==> src/rtl/mem_store_monitor_pkg.sv <==
// Shared types and trace-entry layout for the MIPS store monitor.
// Optional build macro: STORE_MON_TSTAMP_EN (adds a 32-bit cycle stamp to each entry).
package mips_mon_pkg;

  typedef enum logic [1:0] {
    ST_RUN     = 2'd0,
    ST_PASS    = 2'd1,
    ST_FAIL    = 2'd2,
    ST_TIMEOUT = 2'd3
  } mon_state_e;

  localparam int ADDR_W   = 32;
  localparam int DATA_W   = 32;
  localparam int TS_W     = 32;
  localparam int ADDR_LSB = 0;
  localparam int DATA_LSB = ADDR_LSB + ADDR_W;
  localparam int TS_LSB   = DATA_LSB + DATA_W;

`ifdef STORE_MON_TSTAMP_EN
  localparam int ENTRY_W = ADDR_W + DATA_W + TS_W;
`else
  localparam int ENTRY_W = ADDR_W + DATA_W;
`endif

endpackage

==> src/rtl/mem_store_monitor_if.sv <==
// Store bus from the CPU plus the trace drain port of the store monitor.
// Optional build macro: STORE_MON_TSTAMP_EN (adds rd_tstamp).
interface mem_store_monitor_if;
  logic        memwrite;
  logic [31:0] dataadr;
  logic [31:0] writedata;
  logic        rd_ready;
  logic        rd_valid;
  logic [31:0] rd_addr;
  logic [31:0] rd_data;
`ifdef STORE_MON_TSTAMP_EN
  logic [31:0] rd_tstamp;
`endif

  modport master (
    output memwrite, dataadr, writedata, rd_ready,
    input  rd_valid, rd_addr, rd_data
`ifdef STORE_MON_TSTAMP_EN
    , input rd_tstamp
`endif
  );

  modport slave (
    input  memwrite, dataadr, writedata, rd_ready,
    output rd_valid, rd_addr, rd_data
`ifdef STORE_MON_TSTAMP_EN
    , output rd_tstamp
`endif
  );
endinterface

==> src/rtl/mem_store_monitor_fifo.sv <==
// Show-ahead synchronous FIFO: head entry is visible on rdata whenever non-empty.
// A push into a full FIFO is accepted only when a pop happens at the same edge.
module sync_fifo #(
  parameter int WIDTH = 64,
  parameter int DEPTH = 16
) (
  input  logic                   clk,
  input  logic                   reset,
  input  logic                   push,
  input  logic                   pop,
  input  logic [WIDTH-1:0]       wdata,
  output logic [WIDTH-1:0]       rdata,
  output logic                   full,
  output logic                   empty,
  output logic [$clog2(DEPTH):0] count
);

  localparam int AW = $clog2(DEPTH);
  localparam logic [AW:0] FULL_CNT = (AW+1)'(DEPTH);

  logic [WIDTH-1:0] mem [DEPTH];
  logic [AW-1:0]    wr_ptr;
  logic [AW-1:0]    rd_ptr;
  logic [AW:0]      cnt;
  logic             do_push;
  logic             do_pop;

  assign empty   = (cnt == '0);
  assign full    = (cnt == FULL_CNT);
  assign do_pop  = pop & ~empty;
  assign do_push = push & (~full | do_pop);
  assign count   = cnt;
  assign rdata   = empty ? '0 : mem[rd_ptr];

  // Pointers wrap naturally because DEPTH is a power of two.
  always_ff @(posedge clk) begin
    if (reset) begin
      wr_ptr <= '0;
      rd_ptr <= '0;
      cnt    <= '0;
    end else begin
      if (do_push) wr_ptr <= wr_ptr + AW'(1);
      if (do_pop)  rd_ptr <= rd_ptr + AW'(1);
      unique case ({do_push, do_pop})
        2'b10:   cnt <= cnt + (AW+1)'(1);
        2'b01:   cnt <= cnt - (AW+1)'(1);
        default: cnt <= cnt;
      endcase
    end
  end

  // NOTE: storage array is deliberately not reset; validity is tracked by cnt,
  // and leaving it reset-free lets it map onto plain RAM.
  always_ff @(posedge clk) begin
    if (do_push) mem[wr_ptr] <= wdata;
  end

endmodule

==> src/rtl/mem_store_monitor.sv <==
// Store trace logger and pass/fail/timeout judge for the single-cycle MIPS data-memory bus.
// Optional build macro: STORE_MON_TSTAMP_EN (per-entry cycle stamp on rd_tstamp).
module mem_store_monitor
  import mips_mon_pkg::*;
#(
  parameter int          DEPTH          = 16,
  parameter logic [31:0] EXPECT_ADDR    = 32'h54,
  parameter logic [31:0] EXPECT_DATA    = 32'h7,
  parameter int          TIMEOUT_CYCLES = 1000
) (
  input  logic                   clk,
  input  logic                   reset,
  mem_store_monitor_if.slave     bus,
  output logic [$clog2(DEPTH):0] count,
  output logic                   overflow,
  output logic                   done,
  output logic                   pass,
  output logic                   fail,
  output logic                   timeout
);

  mon_state_e       state_q;
  mon_state_e       state_d;
  logic [31:0]      wd_q;
  logic [ENTRY_W-1:0] push_entry;
  logic [ENTRY_W-1:0] head_entry;
  logic             fifo_full;
  logic             fifo_empty;
  logic             addr_hit;
  logic             wd_expire;

`ifdef STORE_MON_TSTAMP_EN
  logic [31:0] cyc_q;

  always_ff @(posedge clk) begin
    if (reset) cyc_q <= '0;
    else       cyc_q <= cyc_q + 32'd1;
  end

  assign push_entry    = {cyc_q, bus.writedata, bus.dataadr};
  assign bus.rd_tstamp = head_entry[TS_LSB +: TS_W];
`else
  assign push_entry = {bus.writedata, bus.dataadr};
`endif

  sync_fifo #(
    .WIDTH (ENTRY_W),
    .DEPTH (DEPTH)
  ) u_fifo (
    .clk   (clk),
    .reset (reset),
    .push  (bus.memwrite),
    .pop   (bus.rd_ready),
    .wdata (push_entry),
    .rdata (head_entry),
    .full  (fifo_full),
    .empty (fifo_empty),
    .count (count)
  );

  assign bus.rd_valid = ~fifo_empty;
  assign bus.rd_addr  = head_entry[ADDR_LSB +: ADDR_W];
  assign bus.rd_data  = head_entry[DATA_LSB +: DATA_W];

  // A full FIFO only drops the store when the consumer is not freeing a slot this edge.
  always_ff @(posedge clk) begin
    if (reset)                                          overflow <= 1'b0;
    else if (bus.memwrite && fifo_full && !bus.rd_ready) overflow <= 1'b1;
  end

  assign addr_hit  = bus.memwrite && (bus.dataadr == EXPECT_ADDR);
  assign wd_expire = (TIMEOUT_CYCLES != 0) && (wd_q == 32'(TIMEOUT_CYCLES - 1));

  always_ff @(posedge clk) begin
    if (reset) begin
      state_q <= ST_RUN;
      wd_q    <= '0;
    end else begin
      state_q <= state_d;
      if (state_q == ST_RUN) wd_q <= wd_q + 32'd1;
    end
  end

  // NOTE: combinational next-state logic assigns a default first so no latch is inferred.
  always_comb begin
    state_d = state_q;
    if (state_q == ST_RUN) begin
      // A store to the watched address outranks watchdog expiry at the same edge.
      if (addr_hit)       state_d = (bus.writedata == EXPECT_DATA) ? ST_PASS : ST_FAIL;
      else if (wd_expire) state_d = ST_TIMEOUT;
    end
  end

  always_comb begin
    pass    = (state_q == ST_PASS);
    fail    = (state_q == ST_FAIL);
    timeout = (state_q == ST_TIMEOUT);
    done    = (state_q != ST_RUN);
  end

endmodule
==> src/flat_wrapper.sv <==
// flat-port wrapper written by rule: the top's interface ports become plain ports
module mem_store_monitor_flat import mips_mon_pkg::*;
#(
  parameter int          DEPTH          = 16,
  parameter logic [31:0] EXPECT_ADDR    = 32'h54,
  parameter logic [31:0] EXPECT_DATA    = 32'h7,
  parameter int          TIMEOUT_CYCLES = 1000
)
  (clk, reset, count, overflow, done, pass, fail, timeout, bus_memwrite, bus_dataadr, bus_writedata, bus_rd_ready, bus_rd_valid, bus_rd_addr, bus_rd_data);
  mem_store_monitor_if bus_i ();
  input  logic clk;
  input  logic reset;
  output logic [$clog2(DEPTH):0] count;
  output logic overflow;
  output logic done;
  output logic pass;
  output logic fail;
  output logic timeout;
  input wire logic [$bits(bus_i.memwrite)-1:0] bus_memwrite;
  input wire logic [$bits(bus_i.dataadr)-1:0] bus_dataadr;
  input wire logic [$bits(bus_i.writedata)-1:0] bus_writedata;
  input wire logic [$bits(bus_i.rd_ready)-1:0] bus_rd_ready;
  output wire logic [$bits(bus_i.rd_valid)-1:0] bus_rd_valid;
  output wire logic [$bits(bus_i.rd_addr)-1:0] bus_rd_addr;
  output wire logic [$bits(bus_i.rd_data)-1:0] bus_rd_data;
  assign bus_i.memwrite = bus_memwrite;
  assign bus_i.dataadr = bus_dataadr;
  assign bus_i.writedata = bus_writedata;
  assign bus_i.rd_ready = bus_rd_ready;
  assign bus_rd_valid = bus_i.rd_valid;
  assign bus_rd_addr = bus_i.rd_addr;
  assign bus_rd_data = bus_i.rd_data;
  mem_store_monitor #(.DEPTH(DEPTH), .EXPECT_ADDR(EXPECT_ADDR), .EXPECT_DATA(EXPECT_DATA), .TIMEOUT_CYCLES(TIMEOUT_CYCLES)) u_core (.clk(clk), .reset(reset), .bus(bus_i), .count(count), .overflow(overflow), .done(done), .pass(pass), .fail(fail), .timeout(timeout));
endmodule
==> config.mk <==
export PLATFORM = sky130hd
export DESIGN_NAME = mem_store_monitor_flat
export DESIGN_NICKNAME = d
export VERILOG_FILES = /design/src/rtl/mem_store_monitor_pkg.sv /design/src/rtl/mem_store_monitor_if.sv /design/src/rtl/mem_store_monitor_fifo.sv /design/src/rtl/mem_store_monitor.sv /design/src/flat_wrapper.sv
export SDC_FILE = /design/constraint.sdc
export NUM_CORES = 1
export LEC_CHECK = 0
export BUFFER_PORTS_ARGS = -buffer_cell sky130_fd_sc_hd__buf_2
export CORE_MARGIN = 2
export CORE_UTILIZATION = 50
export DETAILED_ROUTE_END_ITERATION = 12
export MAX_ROUTING_LAYER = met4
export PLACE_DENSITY = 0.65
export SLEW_MARGIN = 15
export SYNTH_ARGS = -nofsm -noshare
export SYNTH_HDL_FRONTEND = slang
export SYNTH_HIERARCHICAL = 1
export SYNTH_SLANG_ARGS = --single-unit
==> constraint.sdc <==
create_clock -name clk -period 8.35 [get_ports clk]
set_input_delay 0.4175 -clock clk [delete_from_list [all_inputs] [get_ports clk]]
set_output_delay 0.4175 -clock clk [all_outputs]
set_load 0.01 [all_outputs]
Word-level counts from Yosys, hierarchy flattened
Memory sizes are Yosys's and may differ from the RTL's. A register that Yosys moved wholly into a read port is not among the register bits.
Index checks and enable logic that the tools add are counted.
{ "op_classes": {"muxes": 9, "bitwise_logic": 5, "n_addsub": 5, "eq_ne": 9, "n_reduce_logical": 10} }
{ "op_table": {"columns": ["operator", "count"], "rows": [
  ["2-to-1 mux 64 bit", 1],
  ["adder 32 x 1 -> 32 bit (second input constant)", 1],
  ["equality test 32 x 10 -> 1 bit (second input constant)", 1],
  ["equality test 32 x 3 -> 1 bit (second input constant)", 1],
  ["equality test 32 x 7 -> 1 bit (second input constant)", 1],
  ["one-hot mux 5 bit (2 select lines)", 1],
  ["adder 4 x 1 -> 4 bit (second input constant)", 2],
  ["2-to-1 mux 4 bit", 2],
  ["equality test 2 bit (second input constant)", 3],
  ["2-to-1 mux 2 bit", 3],
  ["nonzero test 2 bit", 3],
  ["adder 5 x 1 -> 5 bit (second input constant)", 1],
  ["equality test 5 bit (second input constant)", 1],
  ["zero test 5 bit", 1],
  ["subtractor 5 x 1 -> 5 bit (second input constant)", 1],
  ["equality test 2 x 1 -> 1 bit (second input constant)", 2],
  ["logical AND 1 bit", 3],
  ["AND 1 bit", 2],
  ["zero test 2 bit", 1],
  ["2-to-1 mux 1 bit", 2],
  ["inverter 1 bit", 2],
  ["AND reduction 2 bit", 1],
  ["zero test 1 bit", 1],
  ["OR 1 bit", 1]
]} }
{ "totals": {"output_inout_bits": 75, "mem_count": 1, "mem_bits_rw": 1024, "reg_bits": 48} }
{ "mem_list": {"columns": ["memory", "depth", "word_bits", "rd", "rd_ports_with_merged_regs", "write_ports", "line", "rtl"], "rows": [
  ["u_core.u_fifo.mem", 16, 64, 1, 1, 1, "mem_store_monitor_fifo.sv:21", "logic [WIDTH-1:0] mem [DEPTH];"]
]} }

Longest topological paths before layout
Gate-level depths: netlist of the first run.
{ "logic_depth": {"ltp_word": 7, "mapped_depth": 9} }

Cells and area by module
The synthesis of the first run kept the hierarchy.
{ "modules_own_cells": {"columns": ["mod", "seq_area_each_um2", "cells_each", "area_each_um2", "instances"], "rows": [
  ["sync_fifo", 31089.8, 1764, 40136.0, 1],
  ["mem_store_monitor", 700.7, 207, 1795.5, 1]
]} }

Least setup slack after synthesis of the first run
OpenSTA, ideal clock, no wires.
{ "synth_timing": {"path_type": "register -> register", "start": "register u_core.u_fifo.cnt[4], in the netlist u_core/u_fifo/count[4]", "end": "memory u_core.u_fifo.mem[0][0] (enable)", "arrival_ns": 6.976, "n_path_buf": 1, "stages_incl_launch_ff": 5, "setup_slack_ns": 0.731, "required_ns": 7.707, "cell_sequence": "dfxtp_1 -> clkbuf_1 -> nand2b_1 -> o21ai_4 -> nor4_1"} }
{ "synth_between": {"elab_chain_cells": 7, "elab_cells_between_ends": 9, "cone_classes": "eq/ne: 1; mux: 2; bitwise: 5; reduce/logical: 1"} }
{ "synth_rtl": {"columns": ["element", "line", "rtl"], "rows": [
  ["from (decl)", "mem_store_monitor_fifo.sv:24", "logic [AW:0] cnt;"],
  ["from (signal assigned)", "mem_store_monitor_fifo.sv:45", "2'b10: cnt <= cnt + (AW+1)'(1);"],
  ["from (signal assigned)", "mem_store_monitor_fifo.sv:46", "2'b01: cnt <= cnt - (AW+1)'(1);"],
  ["from (signal assigned)", "mem_store_monitor_fifo.sv:47", "default: cnt <= cnt;"],
  ["zero test 5 bit", "mem_store_monitor_fifo.sv:28", "assign empty = (cnt == '0);"],
  ["inverter 1 bit", "mem_store_monitor_fifo.sv:30", "assign do_pop = pop & ~empty;"],
  ["AND 1 bit", "mem_store_monitor_fifo.sv:30", null],
  ["OR 1 bit *", "mem_store_monitor_fifo.sv:31", "assign do_push = push & (~full | do_pop);"],
  ["AND 1 bit *", "mem_store_monitor_fifo.sv:31", null],
  ["2-to-1 mux 1 bit *", "mem_store_monitor_fifo.sv:55", "if (do_push) mem[wr_ptr] <= wdata;"],
  ["2-to-1 mux 1 bit (not written as such) *", "mem_store_monitor_fifo.sv:55", null],
  ["to (decl)", "mem_store_monitor_fifo.sv:21", null]
]} }
Every way passes the cells marked *; elsewhere a longest branch is shown, timed or not.

==> results.json, run 1 <==
{
  "outcome": "completed",
  "die_x_um": 293.6,
  "rows": 106,
  "setup_viol": 0,
  "initial_utilization": 0.5034,
  "finalWorstPathRequiredPeriod_ns": 4.332,
  "final_common_cell": "edfxtp_1",
  "cp-end-kind": "output port",
  "htree_levels": 3,
  "worst-path-buf-inv": 2,
  "clk_path_buf_depth": 3,
  "ys_types": 56,
  "antenna_found_initial": 8,
  "cts_resized": 0,
  "seq_area_frac_synth": 0.7582,
  "syn_to_final_growth_pct": 12.72,
  "drt_iter0_drc": 1579,
  "grt_pass1_wl_mm": 135.7,
  "clkLatencyLatePin_ns": 0.67,
  "postCtsSetupBuffers": 0,
  "track_usage": 0.2211,
  "hold_path.class": "input pin to flop",
  "drt_pre_antenna_iters": 5,
  "synth_fp_nets": 2049,
  "wl_per_cell_um": 27.63,
  "ir_worst_vdd_v": 0.0002218,
  "gp_congestion": 0.7456,
  "yosysWarnings": 6,
  "crit_chain": "buf_12 -> mux4_2 -> nor2b_1 -> a211oi_1 -> a211oi_1 -> buf_2",
  "clock_skew_ns": 0.04288,
  "power_density_nw_per_um2": 285.8,
  "timing.slew.headroom": 0.2734,
  "dpl_cell_area_um2": 43810,
  "use_met1": 0.2975,
  "io_pins": 143,
  "setup_tns_ns": 0,
  "path_common_cell": "a211oi_1",
  "mostFrequentLayoutCells": "1,024 x edfxtp_1, 256 x mux4_2, 142 x buf_2",
  "clk_pin_slew_worst_paths_ns": 0.06,
  "critPathArrivalTime_ns": 3.91,
  "crit_path_max_fanout": 122,
  "path_class": "flop to output port",
  "grt_pass1_vias": 20820,
  "maxCapViolations": 0,
  "start_kind": "flop",
  "finalMaxSlewViolations": 0,
  "grt_use_met3": 0.04343,
  "async_flop_share": 0,
  "syn_avg_cell_area_um2": 21.27,
  "grt-busiest-layer": "met2",
  "grtUsageMet2": 0.3487,
  "holdPathStages": 1,
  "ys.flop_type": "edfxtp_1",
  "reg2reg_depth": 4,
  "max_clock_freq_mhz": 230.8,
  "timing_hold_violations_final": 0,
  "power_mw": 13.51,
  "postCtsHoldBufs": 0,
  "synth_edf_count": 1024,
  "cp.depth": 6,
  "timing.final.ws_setup_ns": 4.018,
  "dieArea_um2": 86200,
  "routed_wl_mm": 91.70,
  "via_per_inst": 6.044,
  "slowest_delay_ns": 0.69,
  "cp_top_family": "buffers and inverters",
  "hpwlAfterDp_mm": 48.59,
  "core-area_um2": 83290,
  "dp_slack_ns": 4.687,
  "layout-drive-gt1-share": 0.2739,
  "worst_pin_slew_ns": 1.089,
  "ant_nets": 0,
  "period_share": 0.5188,
  "port_buffers": 142,
  "overflow": 0,
  "fin_nets": 2220,
  "drc": 0,
  "cts_root_buffer": "clkbuf_16",
  "p_leak_nw": 14.60,
  "ys_ff_latch": 1076,
  "crit_slowest_cell": "dfxtp_4",
  "tritoncts": "built",
  "fin_area_um2": 47270,
  "synthCells": 1971,
  "cts.sinks": 1076,
  "via_count": 20060,
  "grt_max_degree": 138,
  "synth_area_um2": 41930,
  "rsz0062_at_grt": "false",
  "dieHeight_um": 293.6,
  "cts_buffers": 108,
  "worstPathRequired_ns": 7.93
}
[where the power goes]
group,leakage (nW),internal (mW),switching [mW]
Sequential,9.67,6.04,0.0981
Clock,1.69,2.70,1.97
Combinational,3.23,1.20,1.51
Total,14.6,9.93,3.58
[layer usage]
layer	routed length, um	vias to the layer above
met5	0	-
met4	2193	0
met3	5329	135
met2	45200	605
met1	38970	10690
li1	-	8627
[worst paths after layout]
path                                                           from                                   to  slack (ns)
worst max-delay path                                           flop                      bus_rd_addr[27]        4.02
worst min-delay path                              bus_writedata[21]   u_core/u_fifo/mem[1][53]$_DFFE_PP_        0.13
worst max register to register  u_core/u_fifo/count[1]$_SDFFE_PP0P_  u_core/u_fifo/mem[15][12]$_DFFE_PP_        4.71
worst min register to register         u_core/overflow$_SDFFE_PP0P_         u_core/overflow$_SDFFE_PP0P_        0.48
[synthesized netlist by cell type (all sizes together), types with 2 or more instances]
cell type	count	share of area
and2	8	0.0012
ha	9	0.0027
nor4b	2	0.00042
edfxtp	1024	0.73
o211ai	3	0.00054
nand2b	3	0.00045
or4	3	0.00054
nor3	5	0.00060
buf	65	0.0096
nor2	56	0.0050
xnor2	6	0.0013
mux4	256	0.14
dfxtp	52	0.025
nand4	23	0.0036
o31ai	2	0.00036
xor2	30	0.0063
inv	15	0.0013
clkbuf	45	0.0040
nor4	26	0.0047
a211oi	127	0.023
nor3b	3	0.00054
o21ai	6	0.0013
nor2b	69	0.010
and4	3	0.00063
nand2	9	0.00081
mux2i	67	0.016
nand3	19	0.0023
and3	8	0.0012
a21oi	4	0.00048
mux2	2	0.00054
o21a	5	0.00090
[final cells by class]
type	instances	area [um2]
clock inverter	69	544.3
tap	1080	1351
multi-input combinational	770	9605
inverter	15	56.30
antenna	8	20.02
timing repair buffer	171	991.0
sequential	1076	31810
clock buffer	130	2892
fill	6164	36020
[worst register-to-register path: cells and delay by family (launching register included)]
family / cells / cell delay, ns
flops: 1 / 0.42
compound gates: 1 / 0.63
simple gates: 2 / 1.47
buf+inv: 1 / 0.72
[sequential cells by signal, summed over array words and instances, names as in the netlist, named ones only]
signal	count
u_core/wd_q	32
u_core/state_q	2
u_core/overflow	1
u_core/u_fifo/count	5
u_core/u_fifo/rd_ptr	4
u_core/u_fifo/wr_ptr	4
u_core/u_fifo/mem	1024
[through the flow]
step	utilization	std cells	hold WS (ns)
2_1_floorplan	-	1971	0.4669
6_report	0.5675	3319	0.1324
5_1_grt	0.5675	3318	0.1208
3_5_place_dp	0.5260	3112	0.4606
3_3_place_gp	0.5260	3112	0.4650
4_1_cts	0.5672	3311	0.09882
[cell families after synthesis]
kind of cell / synth area share
simple gates: 0.03405
xor+xnor: 0.007519
buf+inv: 0.01498
mux: 0.1540
compound gates: 0.02811
fa+ha+maj: 0.003163
flops: 0.7582
(Power assumes the default switching activity.)
==> run 2: changes to the inputs <==
clock period = 4.4 ns   (was 8.35 ns; I/O delays follow)
==> results.json, run 2 (synthesis results as in run 1) <==
{
  "grt_pass1_vias": 21170,
  "die_x_um": 293.6,
  "min_from": "bus_memwrite",
  "path_class": "flop to output port",
  "maxCapViolations": 0,
  "start_kind": "flop",
  "finalMaxSlewViolations": 0,
  "largest_register_ffs": 1024,
  "dpl_cell_area_um2": 44110,
  "fin_area_um2": 48130,
  "r2r_setup_slack_ns": 1.03,
  "p_int_mw": 18.97,
  "setup_viol": 0,
  "rows": 106,
  "tritoncts": "built",
  "htree_levels": 3,
  "cts_resized": 0,
  "syn_to_final_growth_pct": 14.79,
  "clkPwrFrac": 0.339,
  "rsz0062_at_grt": "false",
  "clkLatencyLatePin_ns": 0.65,
  "dp_slack_ns": 1.039,
  "layout-drive-gt1-share": 0.2698,
  "crit_path_start": "u_core/u_fifo/count[0]$_SDFFE_PP0P_",
  "timing.final.ws_setup_ns": 0.7539,
  "postCtsHoldBufs": 65,
  "place_inst": 3133,
  "switching_share": 0.2621,
  "comb_power_share": 0.207,
  "clk_path_buf_depth": 3,
  "core-area_um2": 83290,
  "regMostFlops": "u_core/u_fifo/mem",
  "initial_utilization": 0.5034,
  "ant_nets": 0,
  "power_density_nw_per_um2": 534.0,
  "reg2reg_depth": 4,
  "postCtsSetupBuffers": 0,
  "final_common_cell": "edfxtp_1",
  "cts.sinks": 1076,
  "period_share": 0.8287,
  "cts_buffers": 106,
  "track_usage": 0.2165,
  "worstPathRequired_ns": 4.18,
  "critPathArrivalTime_ns": 3.43,
  "drc": 0,
  "timing_hold_violations_final": 0,
  "max_clock_freq_mhz": 274.3,
  "port_buffers": 142,
  "slowest_delay_ns": 0.82,
  "cts_root_buffer": "clkbuf_16",
  "clock_skew_ns": 0.01515,
  "seqPwrFrac": 0.454,
  "crit_chain": "or4_1 -> nor2_4 -> buf_4 -> a211oi_1 -> buf_2",
  "ir_worst_vdd_v": 0.0003361,
  "dieArea_um2": 86200,
  "drt_pre_antenna_iters": 5,
  "timing.rr.end": "u_core/u_fifo/mem[13][31]$_DFFE_PP_",
  "wl_per_cell_um": 26.38,
  "crit_slowest_cell": "or4_1",
  "gp_congestion": 0.7434,
  "worst_pin_slew_ns": 1.237,
  "crit_path_max_fanout": 19,
  "io_pins": 143,
  "endpoint": "bus_rd_data[17]",
  "via_count": 20230,
  "dieHeight_um": 293.6,
  "clk_pin_slew_worst_paths_ns": 0.06,
  "mostFrequentLayoutCells": "1,024 x edfxtp_1, 256 x mux4_2, 142 x buf_2",
  "hold_path.class": "input pin to flop",
  "fin_nets": 2304,
  "finalWorstPathRequiredPeriod_ns": 3.646,
  "overflow": 0,
  "drt_iter0_drc": 1626,
  "timing.slew.headroom": 0.1750,
  "routed_wl_mm": 89.39,
  "utilization": 0.5779,
  "outcome": "completed",
  "antenna_found_initial": 4,
  "p_leak_nw": 14.95,
  "grt_max_degree": 73,
  "grt_pass1_wl_mm": 134.1,
  "instances_no_fill": 3389,
  "p_sw_mw": 6.737,
  "via_per_inst": 5.970,
  "hpwlAfterDp_mm": 50.24,
  "cp-end-kind": "output port",
  "r2r_start": "u_core/u_fifo/count[0]$_SDFFE_PP0P_"
}
run 2: cell count changes in the layout (fill, tap and decap cells not counted), moves of 6 or more:
cell,before,now
clkinv_2,24,14
clkinv_1,32,26
dlygate4sd3_1,0,65
buf_4,24,36
buf_12,5,14
run 2: critical path, delay by kind of cell (launching register included):
kind	cells	cell delay, ns
AO/OA/AOI/OAI	1	0.12
buffers and inverters	2	0.65
flip-flops	1	0.37
AND/OR/NAND/NOR	2	1.59
run 2: final cells by class:
class | count | area (um2)
diodes | 4 | 10.01
clock inverters | 57 | 549.3
flip-flops and latches | 1076 | 31810
multi-input cells | 770 | 9641
repair buffers | 257 | 1912
fillers | 6101 | 35160
clock buffers | 130 | 2806
inverters | 15 | 56.30
well taps | 1080 | 1351
run 2: stage by stage:
step	total power [mW]	setup TNS, ns	hold WS (ns)
after CTS	26.04	0	0.01493
final	25.70	0	0.06567
after detailed placement	17.28	0	0.5003
after floorplan	15.41	-132.57	0.3189
after global placement	17.20	0	0.4807
after global routing	26.76	0	0.06500
run 2: power by group through the flow:
stage	registers (mW)	clock network [mW]	logic, mW
after floorplan	11.8	0	3.66
after global placement	11.9	0	5.33
after detailed placement	11.9	0	5.39
after CTS	11.7	8.92	5.45
after global routing	11.7	9.31	5.75
final	11.7	8.72	5.32
run 2: worst min-delay path by stage:
stage                                                   end  cells after the start  slack (ns)
after detailed placement        u_core/wd_q[1]$_SDFFE_PP0P_                      2        0.50
after CTS                      u_core/overflow$_SDFFE_PP0P_                      3        0.01
after global routing           u_core/overflow$_SDFFE_PP0P_                      3        0.06
final                          u_core/overflow$_SDFFE_PP0P_                      3        0.07
after global placement          u_core/wd_q[1]$_SDFFE_PP0P_                      2        0.48
after floorplan           u_core/u_fifo/mem[0][0]$_DFFE_PP_                      0        0.32
run 2: routing by layer:
metal,GRT usage,share of wire,up-vias
met1,0.2907,0.43,10750
met5,-,0,-
met3,0.03308,0.053,117
met2,0.3532,0.50,568
met4,0.05276,0.019,0
li1,-,-,8797
